[src/rtl/conv_ctrl_pkg.sv]
// Shared constants for the convolution command controller: widths, opcodes,
// state encoding and the command/status word bit positions.
package conv_ctrl_pkg;

  localparam int unsigned NB_GPIO  = 32;
  localparam int unsigned NB_DATA  = 8;
  localparam int unsigned NB_IMAGE = 10;
  localparam int unsigned NB_STEP  = 16;
  localparam int unsigned NB_BLK   = 4;
  localparam int unsigned NB_OP    = 3;
  localparam int unsigned NB_STATE = 2;

  // Command word layout
  localparam int unsigned CMD_TOGGLE_BIT = 31;
  localparam int unsigned CMD_OP_MSB     = 30;
  localparam int unsigned CMD_OP_LSB     = 28;

  // Status word layout
  localparam int unsigned ST_ACK_BIT    = 31;
  localparam int unsigned ST_STATE_MSB  = 30;
  localparam int unsigned ST_STATE_LSB  = 29;
  localparam int unsigned ST_ERR_BIT    = 28;
  localparam int unsigned ST_BLK_MSB    = 27;
  localparam int unsigned ST_BLK_LSB    = 24;
  localparam int unsigned ST_PAD_WIDTH  = ST_BLK_LSB - NB_STEP;

  // Opcodes
  localparam logic [NB_OP-1:0] OP_NOP       = 3'd0;
  localparam logic [NB_OP-1:0] OP_SOFT_RST  = 3'd1;
  localparam logic [NB_OP-1:0] OP_SET_LEN   = 3'd2;
  localparam logic [NB_OP-1:0] OP_LOAD_DATA = 3'd3;
  localparam logic [NB_OP-1:0] OP_END_LOAD  = 3'd4;
  localparam logic [NB_OP-1:0] OP_START     = 3'd5;
  localparam logic [NB_OP-1:0] OP_STEP      = 3'd6;
  localparam logic [NB_OP-1:0] OP_CLR_ERR   = 3'd7;

  // Controller states
  localparam logic [NB_STATE-1:0] S_IDLE = 2'd0;
  localparam logic [NB_STATE-1:0] S_LOAD = 2'd1;
  localparam logic [NB_STATE-1:0] S_RUN  = 2'd2;
  localparam logic [NB_STATE-1:0] S_DONE = 2'd3;

  // Assemble the host-visible status word
  function automatic logic [NB_GPIO-1:0] pack_status(
    input logic                ack,
    input logic [NB_STATE-1:0] state,
    input logic                err,
    input logic [NB_BLK-1:0]   blk,
    input logic [NB_STEP-1:0]  step
  );
    return {ack, state, err, blk, {ST_PAD_WIDTH{1'b0}}, step};
  endfunction

endpackage

[src/rtl/conv_cmd_ctrl_toggle_detect.sv]
// Registers the host command fields and raises a one-cycle new-command strobe
// when the registered toggle disagrees with the controller's ack.
module cmd_toggle_detect
  import conv_ctrl_pkg::*;
(
  input  logic                i_CLK,
  input  logic                i_reset,
  input  logic                i_toggle,
  input  logic [NB_OP-1:0]    i_opcode,
  input  logic [NB_IMAGE-1:0] i_payload,
  input  logic                i_ack,
  output logic [NB_OP-1:0]    o_opcode,
  output logic [NB_IMAGE-1:0] o_payload,
  output logic                o_new
);

  logic                toggle_q;
  logic [NB_OP-1:0]    opcode_q;
  logic [NB_IMAGE-1:0] payload_q;
  logic                new_q;
  logic                new_d;

  // The strobe is suppressed for the cycle after it fires, because ack only
  // flips on the edge that ends the decode cycle.
  always_comb begin
    new_d = (toggle_q != i_ack) && !new_q;
  end

  // Input register and strobe register
  always_ff @(posedge i_CLK or negedge i_reset) begin
    if (!i_reset) begin
      toggle_q  <= 1'b0;
      opcode_q  <= '0;
      payload_q <= '0;
      new_q     <= 1'b0;
    end else begin
      toggle_q  <= i_toggle;
      opcode_q  <= i_opcode;
      payload_q <= i_payload;
      new_q     <= new_d;
    end
  end

  assign o_opcode  = opcode_q;
  assign o_payload = payload_q;
  assign o_new     = new_q;

endmodule

[src/rtl/conv_cmd_ctrl.sv]
// Host command controller for the convolution address FSM: decodes toggled
// GPIO commands into load/SoP/valid/length controls and reports status.
module conv_cmd_ctrl
  import conv_ctrl_pkg::*;
(
  input  logic                i_CLK,
  input  logic                i_reset,
  input  logic [NB_GPIO-1:0]  i_gpio_cmd,
  output logic [NB_GPIO-1:0]  o_gpio_status,
  output logic                o_load,
  output logic                o_SoP,
  output logic                o_valid,
  output logic [NB_DATA-1:0]  o_data,
  output logic [NB_IMAGE-1:0] o_imgLength,
  input  logic                i_EoP,
  input  logic                i_changeBlock
);

  logic [NB_OP-1:0]    cmd_op;
  logic [NB_IMAGE-1:0] cmd_pay;
  logic                cmd_new;
  logic                unused_cmd_bits;

  logic [NB_STATE-1:0] state_q, state_d;
  logic                ack_q,   ack_d;
  logic                err_q,   err_d;
  logic                load_q,  load_d;
  logic                valid_q, valid_d;
  logic                sop_q,   sop_d;
  logic [NB_DATA-1:0]  data_q,  data_d;
  logic [NB_IMAGE-1:0] len_q,   len_d;
  logic [NB_STEP-1:0]  step_q,  step_d;
  logic [NB_BLK-1:0]   blk_q,   blk_d;

  assign unused_cmd_bits = ^i_gpio_cmd[CMD_OP_LSB-1:NB_IMAGE];

  cmd_toggle_detect u_detect (
    .i_CLK     (i_CLK),
    .i_reset   (i_reset),
    .i_toggle  (i_gpio_cmd[CMD_TOGGLE_BIT]),
    .i_opcode  (i_gpio_cmd[CMD_OP_MSB:CMD_OP_LSB]),
    .i_payload (i_gpio_cmd[NB_IMAGE-1:0]),
    .i_ack     (ack_q),
    .o_opcode  (cmd_op),
    .o_payload (cmd_pay),
    .o_new     (cmd_new)
  );

  // Next-state: Fsmv events first, then the decoded command (SOFT_RST wins)
  always_comb begin
    state_d = state_q;
    ack_d   = ack_q;
    err_d   = err_q;
    load_d  = load_q;
    valid_d = 1'b0;
    sop_d   = 1'b0;
    data_d  = data_q;
    len_d   = len_q;
    step_d  = step_q;
    blk_d   = blk_q;

    if (state_q == S_RUN) begin
      if (i_changeBlock) blk_d = NB_BLK'(blk_q + 1'b1);
      if (i_EoP)         state_d = S_DONE;
    end

    if (cmd_new) begin
      ack_d = ~ack_q;
      case (cmd_op)
        OP_NOP: ;
        OP_SOFT_RST: begin
          state_d = S_IDLE;
          load_d  = 1'b0;
          step_d  = '0;
          blk_d   = '0;
        end
        OP_SET_LEN: begin
          if ((state_q == S_IDLE || state_q == S_DONE) && cmd_pay != '0)
            len_d = cmd_pay;
          else
            err_d = 1'b1;
        end
        OP_LOAD_DATA: begin
          if (state_q != S_RUN) begin
            state_d = S_LOAD;
            load_d  = 1'b1;
            data_d  = cmd_pay[NB_DATA-1:0];
            valid_d = 1'b1;
          end else begin
            err_d = 1'b1;
          end
        end
        OP_END_LOAD: begin
          if (state_q == S_LOAD) begin
            state_d = S_IDLE;
            load_d  = 1'b0;
          end else begin
            err_d = 1'b1;
          end
        end
        OP_START: begin
          if ((state_q == S_IDLE || state_q == S_DONE) && len_q != '0) begin
            state_d = S_RUN;
            sop_d   = 1'b1;
            step_d  = '0;
            blk_d   = '0;
          end else begin
            err_d = 1'b1;
          end
        end
        OP_STEP: begin
          if (state_q == S_RUN) begin
            valid_d = 1'b1;
            step_d  = NB_STEP'(step_q + 1'b1);
          end else begin
            err_d = 1'b1;
          end
        end
        OP_CLR_ERR: err_d = 1'b0;
        default:    err_d = 1'b1;
      endcase
    end
  end

  // State and output registers
  always_ff @(posedge i_CLK or negedge i_reset) begin
    if (!i_reset) begin
      state_q <= S_IDLE;
      ack_q   <= 1'b0;
      err_q   <= 1'b0;
      load_q  <= 1'b0;
      valid_q <= 1'b0;
      sop_q   <= 1'b0;
      data_q  <= '0;
      len_q   <= '0;
      step_q  <= '0;
      blk_q   <= '0;
    end else begin
      state_q <= state_d;
      ack_q   <= ack_d;
      err_q   <= err_d;
      load_q  <= load_d;
      valid_q <= valid_d;
      sop_q   <= sop_d;
      data_q  <= data_d;
      len_q   <= len_d;
      step_q  <= step_d;
      blk_q   <= blk_d;
    end
  end

  assign o_gpio_status = pack_status(ack_q, state_q, err_q, blk_q, step_q);
  assign o_load        = load_q;
  assign o_SoP         = sop_q;
  assign o_valid       = valid_q;
  assign o_data        = data_q;
  assign o_imgLength   = len_q;

endmodule
[config.mk]
export PLATFORM = sky130hd
export DESIGN_NAME = conv_cmd_ctrl
export DESIGN_NICKNAME = d
export VERILOG_FILES = /design/src/rtl/conv_ctrl_pkg.sv /design/src/rtl/conv_cmd_ctrl_toggle_detect.sv /design/src/rtl/conv_cmd_ctrl.sv
export SDC_FILE = /design/constraint.sdc
export NUM_CORES = 1
export LEC_CHECK = 0
export ABC_AREA = 1
export BUFFER_PORTS_ARGS = -buffer_cell sky130_fd_sc_hd__buf_2
export CAP_MARGIN = 20
export CORE_MARGIN = 2
export CORE_UTILIZATION = 31
export CTS_CLUSTER_DIAMETER = 80
export CTS_CLUSTER_SIZE = 28
export DETAILED_ROUTE_END_ITERATION = 10
export SYNTH_ARGS = -nofsm -noshare
export SYNTH_HDL_FRONTEND = slang
export SYNTH_SLANG_ARGS = --single-unit
[constraint.sdc]
create_clock -name i_CLK -period 4 [get_ports i_CLK]
set_input_delay 0.6 -clock i_CLK [delete_from_list [all_inputs] [get_ports i_CLK]]
set_output_delay 0.6 -clock i_CLK [all_outputs]
set_load 0.05 [all_outputs]
# Yosys cells after proc, flatten, opt, wreduce, memory -nomap -nowiden
# Cells that the tools add are included.
# totals
register_bits	60
in_bits	36
out_inout_bits	53
wordCells	85
# op_classes
addsub	2
eq_ne	21
muxes	31
bitwise	1
n_reduce_logical	16
# op_table
operator	n
16-bit case mux with 3 select lines	1
16-bit 2-to-1 mux	2
2-bit inequality test (second input constant)	10
10-bit nonzero test	2
16-bit by 1-bit adder with 16-bit output (second input constant)	1
4-bit 2-to-1 mux	4
1-bit 2-to-1 mux	13
3-bit == test (second input constant)	4
2-bit 2-to-1 mux	6
2-bit case mux with 4 select lines	1
4-bit case mux with 2 select lines	1
4-bit AND reduction	2
7-bit AND reduction	1
3-bit by 2-bit == test with 1-bit output (second input constant)	2
1-bit case mux with 6 select lines	1
3-bit AND reduction	2
3-bit nonzero test	2
6-bit nonzero test	1
4-bit by 1-bit adder with 4-bit output (second input constant)	1
2-bit == test (second input constant)	2
3-bit by 1-bit == test with 1-bit output (second input constant)	1
1-bit logical AND	3
1-bit case mux with 3 select lines	1
2-bit by 1-bit == test with 1-bit output (second input constant)	1
other kinds (6)	6

# Logic depth before layout (Yosys ltp)
# Gate-level depths: netlist of run 1.
# depth
ltp_word	6
depth_mapped	9
ltp_nobuf	9

# By module
# From an unflattened synthesis of run 1, not the netlist that was laid out.
# hier_totals
hier_cells	353
hier_area_um2	2917.8
# modules_own_cells
mod	n_inst	cells_each	area_each_um2	seq_area_each_um2
conv_cmd_ctrl	1	333	2523.7	1126.1
cmd_toggle_detect	1	20	394.1	375.4

# Least setup slack after synthesis of run 1
# No wires, ideal clock.
# synth_timing
path_kind	reg-to-reg
from	register state_q[0]
to	register data_q[6], in the netlist o_data[6]
setup_ns	0.120
t_arrival_ns	1.792
required_ns	3.880
path_slack_ns	2.088
stages_incl_launch_ff	10
n_path_buf	2
period_less_slack_ns	1.912
cell_sequence	dfrtp_1 -> inv_1 -> ha_1 -> inv_1 -> nand4_1 -> or2_1 -> buf_6 -> buf_6 -> nand2_1 -> o21ai_2
# synth_between
elab_chain_len	2
# synth_lines
element	line_no	source
start, declared	conv_cmd_ctrl.sv:24	logic [NB_STATE-1:0] state_q, state_d;
start signal, assigned	conv_cmd_ctrl.sv:139	state_q <= state_d;
2-bit inequality test	conv_cmd_ctrl.sv:84	if (state_q != S_RUN) begin
3-bit AND reduction (no line)	-	
end signal, assigned	conv_cmd_ctrl.sv:145	data_q <= data_d;
end, declared	conv_cmd_ctrl.sv:30	logic [NB_DATA-1:0] data_q, data_d;
# Every way passes these cells.
# A chain may end at the register's enable or synchronous reset.

# Final worst setup path of run 1
# layout_timing
from	register state_q[0]
to	register state_q[0]
# layout_between
elab_chain_len	6
elab_cells_between_ends	14
classes_between	4 x eq/ne; 7 x mux; 3 x reduce/logical
# layout_lines
element	line_no	source
2-bit == test / 2-bit logical NOT (equally long branches)	conv_cmd_ctrl.sv:102	if ((state_q == S_IDLE || state_q == S_DONE) && len_q != '0) begin
1-bit logical OR	conv_cmd_ctrl.sv:102	
1-bit logical AND	conv_cmd_ctrl.sv:102	
2-bit 2-to-1 mux	conv_cmd_ctrl.sv:102	
2-bit case mux with 4 select lines	conv_cmd_ctrl.sv:69	case (cmd_op)
2-bit 2-to-1 mux (*)	conv_cmd_ctrl.sv:67	if (cmd_new) begin
via state_d[0]	conv_cmd_ctrl.sv:24	
# The timed path passes the listed nets; every way through them passes the cells marked *.

==> results of run 1 <==
[cell type report]
class	count	area, um2
fill	944	5750
sequential	60	1500
multi-input combinational	236	1250
timing repair buffer	63	318
tap	129	161
inverter	35	131
clock buffer	10	128
clock inverter	6	48.8
[kinds of logic (layout without fill, tap and decap cells)]
group / Yosys count / count (layout)
compound gates: 44 / 44
xor+xnor: 9 / 9
fa+ha+maj: 4 / 4
buf+inv: 51 / 114
flops: 60 / 60
other cells: 1 / 8
simple gates: 171 / 171
[worst max-delay path, cell delays in order, from the launching register on]
cell     delay [ns]
dfrtp_1        0.41
inv_1          0.07
ha_1           0.27
inv_1          0.10
nand4_1        0.13
or2_1          0.61
nand2_1        0.10
inv_1          0.08
a31oi_1        0.04
[layer usage]
metal	track usage, %	up-vias	routed length, um
met5	0	-	0
met4	3.38	0	25
met3	6.02	5	496
met2	21.4	68	2890
met1	15.4	1109	2890
li1	-	1207	-
[sequential cells by signal (all words and copies together), names as in the netlist]
name and flops:
step_q 16, o_imgLength 10, u_detect.o_payload 10, o_data 8, blk_q 4, u_detect.o_opcode 3
state_q 2, ack_q 1, err_q 1, o_SoP 1, o_load 1, o_valid 1
u_detect.o_new 1, u_detect.toggle_q 1
[cells in the mapped netlist, drive strengths merged]
library cell / instances / area [um2]
nor3: 1 / 10.0
inv: 35 / 131
xnor2: 2 / 17.5
and3: 1 / 6.26
nand2: 95 / 372
o21bai: 5 / 37.5
dfrtp: 60 / 1500
or2: 3 / 18.8
buf: 15 / 131
o211ai: 1 / 7.51
o21ai: 22 / 170
o21a: 8 / 60.1
a21oi: 5 / 36.3
a31oi: 2 / 12.5
nor2: 37 / 170
nand3: 25 / 125
xor2: 7 / 61.3
conb: 1 / 3.75
ha: 4 / 50.1
nand4: 9 / 56.3
o2111ai: 1 / 8.76
clkbuf: 1 / 3.75
[where the power goes]
| part | leakage (nW) | internal [mW] | switching, mW | total [mW] |
|---|---|---|---|---|
| Sequential | 0.758 | 0.754 | 0.119 | 0.873 |
| Clock | 0.0795 | 0.230 | 0.253 | 0.483 |
| Combinational | 0.932 | 0.251 | 0.781 | 1.03 |
| Total | 1.77 | 1.23 | 1.15 | 2.39 |
[cells in the final DEF, fill, tap and decap left out]
master and count:
a21oi_1 4, a21oi_4 1, a31oi_1 2, and3_1 1
buf_2 62, buf_4 1, clkbuf_1 1, clkbuf_8 9
clkinv_4 1, clkinvlp_4 3, conb_1 8, dfrtp_1 60
ha_1 4, inv_1 33, inv_2 2, inv_6 2
nand2_1 91, nand2_2 3, nand2_4 1, nand3_1 25
nand4_1 9, nor2_1 34, nor2_4 2, nor2_8 1
nor3_2 1, o2111ai_1 1, o211ai_1 1, o21a_1 8
o21ai_0 5, o21ai_1 1, o21ai_2 16, o21bai_1 5
or2_1 1, or2_2 2, xnor2_1 2, xor2_1 7
[worst paths after layout]
check,end,slack [ns],cells past startpoint
worst max-delay path,state_q[0],2.07,8
worst min-delay path,step_q[12],0.36,1
worst max register to register,state_q[0],2.07,8
worst min register to register,err_q,0.48,2
max in group asynchronous,o_imgLength[9],2.82,2
min in group i_CLK,u_detect.o_payload[2],0.36,1
[per-stage QoR]
stage / setup slack, ns / power, mW / instance area (um2) / hold slack, ns / cells
final: 2.07 / 2.39 / 3540 / 0.355 / 539
after global routing: 1.87 / 2.55 / 3540 / 0.335 / 539
after CTS: 2.01 / 2.42 / 3540 / 0.340 / 539
after detailed placement: 2.02 / 1.93 / 3360 / 0.462 / 523
after global placement: 2.03 / 1.91 / 3360 / 0.451 / 523
after floorplan: 2.09 / 1.70 / 3020 / 0.304 / 347
==> summary.log, run 1 <==
INFO  timing         setup_violations=0
INFO  flow_run       drv.max_cap_violation_count=0
INFO  synth          post_synth_xor_area_fraction=2.63%
INFO  power          pwr_density_cell=675mW/mm2
INFO  setup_path     worst_setup_path_end_kind=register
INFO  synth          synth.mux.area_fraction=0%
INFO  place          dp_hpwl=4660um
INFO  die            floorplan.initialDensity=32.2%
INFO  timing         worstMarginPinSlew=0.838ns
INFO  synth          yosys.area_share.simple=25.3%
INFO  die            die_height=102um
INFO  global_routing number_of_global_route_vias_before_repair=2365
INFO  setup_path     setup.worst_path.start=state_q[0]
INFO  setup_path     worstPathMaxFanout=18
INFO  clock_network  cts-buffers-inserted=9
INFO  timing         setup-tns-final=0ns
INFO  layout         diode_insertion_count_for_antenna_repair=0
INFO  die            io-pin-count=89
INFO  die            row_count=35
INFO  place          port-buffer-count=62
INFO  timing         hold_violations=0
INFO  clock_network  cts_setup_buffers=0
INFO  hold_path      class_of_the_most_critical_hold_timing_path=primary input to asynchronous set/reset pin
INFO  drt            firstDrtPassIters=4
INFO  place          place_congestion=0.890
INFO  timing         achievable-frequency=518MHz
INFO  synth          synth_top_family_by_area=simple AND/OR/NAND/NOR gates
INFO  drt            vias=2389
INFO  global_routing pin_count_of_the_biggest_net_entering_global_routing=39
INFO  clock_network  cts.repair.resized=0
INFO  drt            routedWlPerCell=11.7um
INFO  clock_network  cts.reportedPaths.clkPinSlew=0.07ns
INFO  setup_path     startpoint_type=register
INFO  clock_network  cts_tree=built
INFO  clock_network  clockBufferDepth=2
INFO  die            die_area=0.0105mm2
INFO  synth          netlist_instances=340
INFO  synth          synth.yosys.seq_area_share=50.2%
INFO  status         outcome=finished clean
INFO  global_routing grt_pass1_wl=10600um
INFO  synth          synth-compound-area-share=11.1%
INFO  clock_network  htree_levels=3
INFO  clock_network  total_of_hold_buffers_inserted_after_clock_tree_synthesis=0
INFO  drt            antenna_left=0
INFO  timing         clock_skew=0.0107ns
INFO  layout         nets=445
INFO  timing         final_min_period_over_clock_period=48.3%
INFO  synth          ff_latch_count_synth=60
INFO  timing         slew_viol_final=0
INFO  synth          synthesis.yosys.warnings=0
INFO  synth          post_synth_instance_area=0.00299mm2
INFO  layout         areaGrowthSynthToFinish=18.3%
INFO  die            floorplan.die.width=102um
INFO  layout         drive_gt1_share=26.1%
INFO  clock_network  clk_latency=0.34ns
INFO  timing         slew_headroom=44.2%
INFO  setup_path     worstPathRequired=4.22ns
INFO  clock_network  buffer_cell_driving_the_clock_tree_root=clkbuf_8
INFO  drt            drt_first_iter_violations=86
INFO  power          max-vdd-ir-drop=0.554mV
INFO  synth          synth.distinct_cells=32
INFO  global_routing overflow=0
INFO  drt            routed_wl=6290um
INFO  setup_path     crit_type=register to register
INFO  drt            drc=0
INFO  timing         grt_setup_unrepaired=false
INFO  layout         finalCoreUtilization=38.1%
INFO  global_routing grt_antenna_before_repair=0
INFO  synth          synth_adder_area_share=1.67%
INFO  setup_path     cp.arrival=2.15ns
INFO  timing         period_needed=1.93ns
INFO  global_routing grtUsageTotal=13.0%
INFO  drt            routed_via_density=4.43
INFO  setup_path     regToRegStartpoint=state_q[0]
INFO  clock_network  cts.sinks=60
INFO  power          leakage=1.77nW
INFO  synth          synth_area_per_inst=8.80um2
INFO  die            core_area=0.00928mm2
(Power assumes the default switching activity.)
==> inputs of run 2 (changes only) <==
clock period = 1.58 ns   (was 4 ns; I/O delays follow)
==> summary.log, run 2 (synthesized netlist as in run 1, its figures left out) <==
INFO  place          placed_cell_area=0.00354mm2
INFO  layout         layout_common_cells=85 x nand2_1, 62 x buf_2, 55 x dfrtp_1
INFO  layout         number_of_flip_flops_under_the_largest_register_name=16
INFO  power          max-vdd-ir-drop=1.12mV
INFO  setup_path     worst_setup_path_end_kind=register
INFO  place          dp_hpwl=4980um
INFO  layout         areaGrowthSynthToFinish=33.0%
INFO  layout         finalCoreUtilization=42.9%
INFO  timing         hold_slack=0.214ns
INFO  drt            routed_via_density=4.45
INFO  layout         top_register=step_q
INFO  hold_path      class_of_the_most_critical_hold_timing_path=primary input to register
INFO  setup_path     crit_type=register to register
INFO  timing         slew_viol_final=0
INFO  global_routing overflow=0
INFO  drt            routed_wl=6900um
INFO  layout         layout.cell_area.non_filler=0.00398mm2
INFO  timing         period_needed=1.52ns
INFO  global_routing grt_antenna_before_repair=0
INFO  clock_network  htree_levels=3
INFO  flow_run       drv.max_cap_violation_count=0
INFO  status         outcome=finished clean
INFO  setup_path     worstPathRequired=1.81ns
INFO  place          place_congestion=0.807
INFO  die            die_height=102um
INFO  drt            antenna_left=0
INFO  clock_network  clockBufferDepth=2
INFO  setup_path     startpoint_type=register
INFO  place          placedCellCount=539
INFO  clock_network  cts_tree=built
INFO  drt            dr_wl_met3=475um
INFO  timing         achievable-frequency=660MHz
INFO  layout         n_fill_cell=966
INFO  die            die_area=0.0105mm2
INFO  global_routing number_of_global_route_vias_before_repair=2551
INFO  die            core_area=0.00928mm2
INFO  drt            vias=2560
INFO  drt            route.top_layer_used=met4
INFO  drt            routedWlPerCell=12.0um
INFO  timing         hold_violations=0
INFO  die            io-pin-count=89
INFO  clock_network  clk_latency=0.34ns
INFO  die            floorplan.initialDensity=32.2%
INFO  clock_network  cts-buffers-inserted=9
INFO  timing         setup-tns-final=0ns
INFO  drt            met2_length=3300um
INFO  layout         instances_no_fill=575
INFO  power          leakage=1.97nW
INFO  die            row_count=35
INFO  setup_path     cp.arrival=1.74ns
INFO  timing         final_min_period_over_clock_period=95.9%
INFO  drt            drt_first_iter_violations=102
INFO  layout         diode_insertion_count_for_antenna_repair=0
INFO  drt            firstDrtPassIters=4
INFO  global_routing pin_count_of_the_biggest_net_entering_global_routing=46
INFO  power          pwr_density_cell=1660mW/mm2
INFO  drt            drc=0
INFO  layout         nets=481
INFO  power          post-layout-total-power=6.62mW
INFO  setup_path     worstPathMaxFanout=4
INFO  place          setup_ws_pre_cts=0.00345ns
INFO  die            floorplan.die.width=102um
INFO  clock_network  cts.reportedPaths.clkPinSlew=0.08ns
INFO  global_routing grt_pass1_wl=11700um
INFO  timing         final_critical_path_setup_slack=0.0647ns
INFO  timing         setup_violations=0
INFO  clock_network  buffer_cell_driving_the_clock_tree_root=clkbuf_8
INFO  layout         most_common_cell_after_layout_fill_and_taps_aside=nand2_1
INFO  timing         clock_skew=0.0100ns
INFO  place          port-buffer-count=62
INFO  layout         drive_gt1_share=33.0%
INFO  drt            route.layer.met1.wl=3060um
INFO  clock_network  cts.sinks=60
INFO  global_routing grtUsageTotal=14.3%
## run 2: final cells by class
type | count | area (um2) | area share, %
timing repair buffer | 97 | 643 | 16.2
clock buffer | 10 | 138 | 3.46
clock inverter | 6 | 71.3 | 1.79
tap | 129 | 161 | 4.06
inverter | 35 | 131 | 3.30
sequential | 60 | 1510 | 37.9
multi-input combinational | 238 | 1330 | 33.4
## run 2: final timing paths
path	from	endpoint	slack, ns	cells after the start
worst max-delay path	state_q[1]	o_imgLength[9]	0.06	7
worst min-delay path	i_EoP	state_q[1]	0.21	5
worst min register to register	err_q	err_q	0.48	2
worst max register to register	state_q[1]	o_imgLength[9]	0.06	7
max in group asynchronous	i_reset	state_q[1]	0.92	3
min in group asynchronous	i_reset	u_detect.o_payload[1]	0.43	3
## run 2: critical path, stage by stage (launching register included)
cell and delay (ns):
dfrtp_2 0.43, ha_4 0.29, inv_2 0.05, nor3_4 0.14, o21ai_4 0.13, buf_4 0.16
o21ai_0 0.15, nand2_1 0.07
## run 2: power by group
part | switching (mW) | internal (mW)
clock network | 0.658 | 0.784
logic | 2.14 | 0.852
registers | 0.267 | 1.92
total | 3.07 | 3.55
## run 2: repair_timing
| action | in CTS | in global routing |
|---|---|---|
| endpoints found under the hold margin | 74 | 0 |
| setup endpoints to repair | 2 | 25 |
| hold buffers | 15 | 0 |
| gates cloned | 0 | 2 |
| setup buffers | 0 | 3 |
| gates resized for setup | 0 | 11 |
| pin swaps | 1 | 4 |
## run 2: layer usage
metal | up-vias | GRT usage (%)
li1 | 1280 | -
met1 | 1193 | 17.6
met2 | 81 | 23.9
met3 | 6 | 5.61
met4 | 0 | 3.08
met5 | - | 0
==> inputs of run 3 (changes only) <==
MAX_ROUTING_LAYER = met4   (was unset)
==> summary.log, run 3 (synthesized netlist as in run 1, its figures left out) <==
INFO  layout         layout_common_cells=85 x nand2_1, 62 x buf_2, 55 x dfrtp_1
INFO  global_routing number_of_global_route_vias_before_repair=2549
INFO  global_routing pin_count_of_the_biggest_net_entering_global_routing=46
INFO  flow_run       drv.max_cap_violation_count=0
INFO  setup_path     worst_setup_path_end_kind=register
INFO  layout         areaGrowthSynthToFinish=33.0%
INFO  setup_path     startpoint_type=register
INFO  die            die_area=0.0105mm2
INFO  drt            firstDrtPassIters=5
INFO  drt            routed_wl=6920um
INFO  place          placed_cell_area=0.00354mm2
INFO  power          leakage=1.97nW
INFO  timing         period_needed=1.52ns
INFO  layout         top_register=step_q
INFO  drt            antenna_left=0
INFO  clock_network  clk_latency=0.35ns
INFO  layout         drive_gt1_share=33.0%
INFO  die            floorplan.die.width=102um
INFO  setup_path     reg2regPathDepth=7
INFO  layout         diode_insertion_count_for_antenna_repair=0
INFO  global_routing grtUsageTotal=14.7%
INFO  setup_path     worstPathRequired=1.82ns
INFO  timing         achievable-frequency=657MHz
INFO  clock_network  htree_levels=3
INFO  drt            routedWlPerCell=12.0um
INFO  layout         number_of_flip_flops_under_the_largest_register_name=16
INFO  status         outcome=finished clean
INFO  place          placedCellCount=539
INFO  place          place_congestion=0.819
INFO  timing         hold_violations=0
INFO  die            die_height=102um
INFO  setup_path     cp.arrival=1.76ns
INFO  layout         most_common_cell_after_layout_fill_and_taps_aside=nand2_1
INFO  power          max-vdd-ir-drop=1.13mV
INFO  place          port-buffer-count=62
INFO  layout         layout.cell_area.non_filler=0.00398mm2
INFO  global_routing grt_antenna_before_repair=0
INFO  global_routing grt_pass1_wl=11600um
INFO  die            core_area=0.00928mm2
INFO  drt            drc=0
INFO  place          dp_hpwl=4980um
INFO  timing         final_min_period_over_clock_period=96.3%
INFO  clock_network  buffer_cell_driving_the_clock_tree_root=clkbuf_8
INFO  setup_path     worstPathMaxFanout=4
INFO  clock_network  cts.reportedPaths.clkPinSlew=0.08ns
INFO  setup_path     crit_type=register to register
INFO  clock_network  cts-buffers-inserted=9
INFO  power          pwr_density_cell=1670mW/mm2
INFO  drt            routed_via_density=4.43
INFO  global_routing overflow=0
INFO  hold_path      class_of_the_most_critical_hold_timing_path=primary input to register
INFO  layout         nets=481
INFO  timing         setup-tns-final=0ns
INFO  clock_network  cts_tree=built
INFO  hold_path      hold-path-cell-count=5
INFO  timing         clock_skew=0.0112ns
INFO  die            floorplan.initialDensity=32.2%
INFO  layout         finalCoreUtilization=42.9%
INFO  timing         setup_violations=0
INFO  timing         slew_viol_final=0
INFO  layout         instances_no_fill=575
INFO  die            row_count=35
INFO  die            io-pin-count=89
INFO  drt            drt_first_iter_violations=103
INFO  clock_network  clockBufferDepth=2
INFO  drt            vias=2549
INFO  clock_network  cts.sinks=60
-- run 3: cell type report --
cell class                 count  area [um2]
clock inverter                 6        71.3
multi-input combinational    238        1330
fill                         966        5300
sequential                    60        1510
clock buffer                  10         138
timing repair buffer          97         643
inverter                      35         131
tap                          129         161
-- run 3: path summary, 6_finish.rpt --
path,slack [ns],end,from
worst max-delay path,0.06,o_imgLength[9],state_q[1]
worst min-delay path,0.21,state_q[1],i_EoP
worst max register to register,0.06,o_imgLength[9],state_q[1]
worst min register to register,0.48,err_q,err_q
max in group asynchronous,0.93,state_q[1],i_reset
min in group asynchronous,0.42,u_detect.o_payload[1],i_reset
-- run 3: layer usage --
metal  vias to the layer above  share of wire [%]  global-route usage [%]
li1                       1279                  -                       -
met5                         -                  0                       -
met4                         0                1.4                    4.00
met1                      1181                 45                    17.7
met2                        80                 47                    23.9
met3                         9                6.4                    4.65
-- run 3: critical path, stage by stage (launching register included) --
cell and delay, ns:
dfrtp_2 0.43, ha_4 0.29, inv_2 0.05, nor3_4 0.15, o21ai_4 0.13, buf_4 0.16
o21ai_0 0.15, nand2_1 0.07
-- run 3: report_power, final --
group	switching [mW]	internal (mW)	total (mW)	leakage (nW)
clock	0.666	0.784	1.45	0.0995
combinational	2.15	0.852	3.00	1.11
sequential	0.267	1.92	2.18	0.752
total	3.08	3.55	6.63	1.97
-- run 3: stage by stage --
stage                     power [mW]  setup WS, ns  hold WS, ns
final                           6.63        0.0579        0.207
after global routing            7.02    -0.0000646        0.238
after CTS                       6.59       0.00344        0.199
after detailed placement        5.09       0.00345        0.260
after global placement          5.04        0.0339        0.260
after floorplan                 4.39       -0.0861      -0.0586
-- run 3: timing repair --
action	CTS	global route
hold buffers	15	0
hold endpoints to repair	74	0
buffers inserted	0	3
cloned	0	2
endpoints found under the setup margin	2	25
pin swaps	1	4
gates resized for setup	0	11
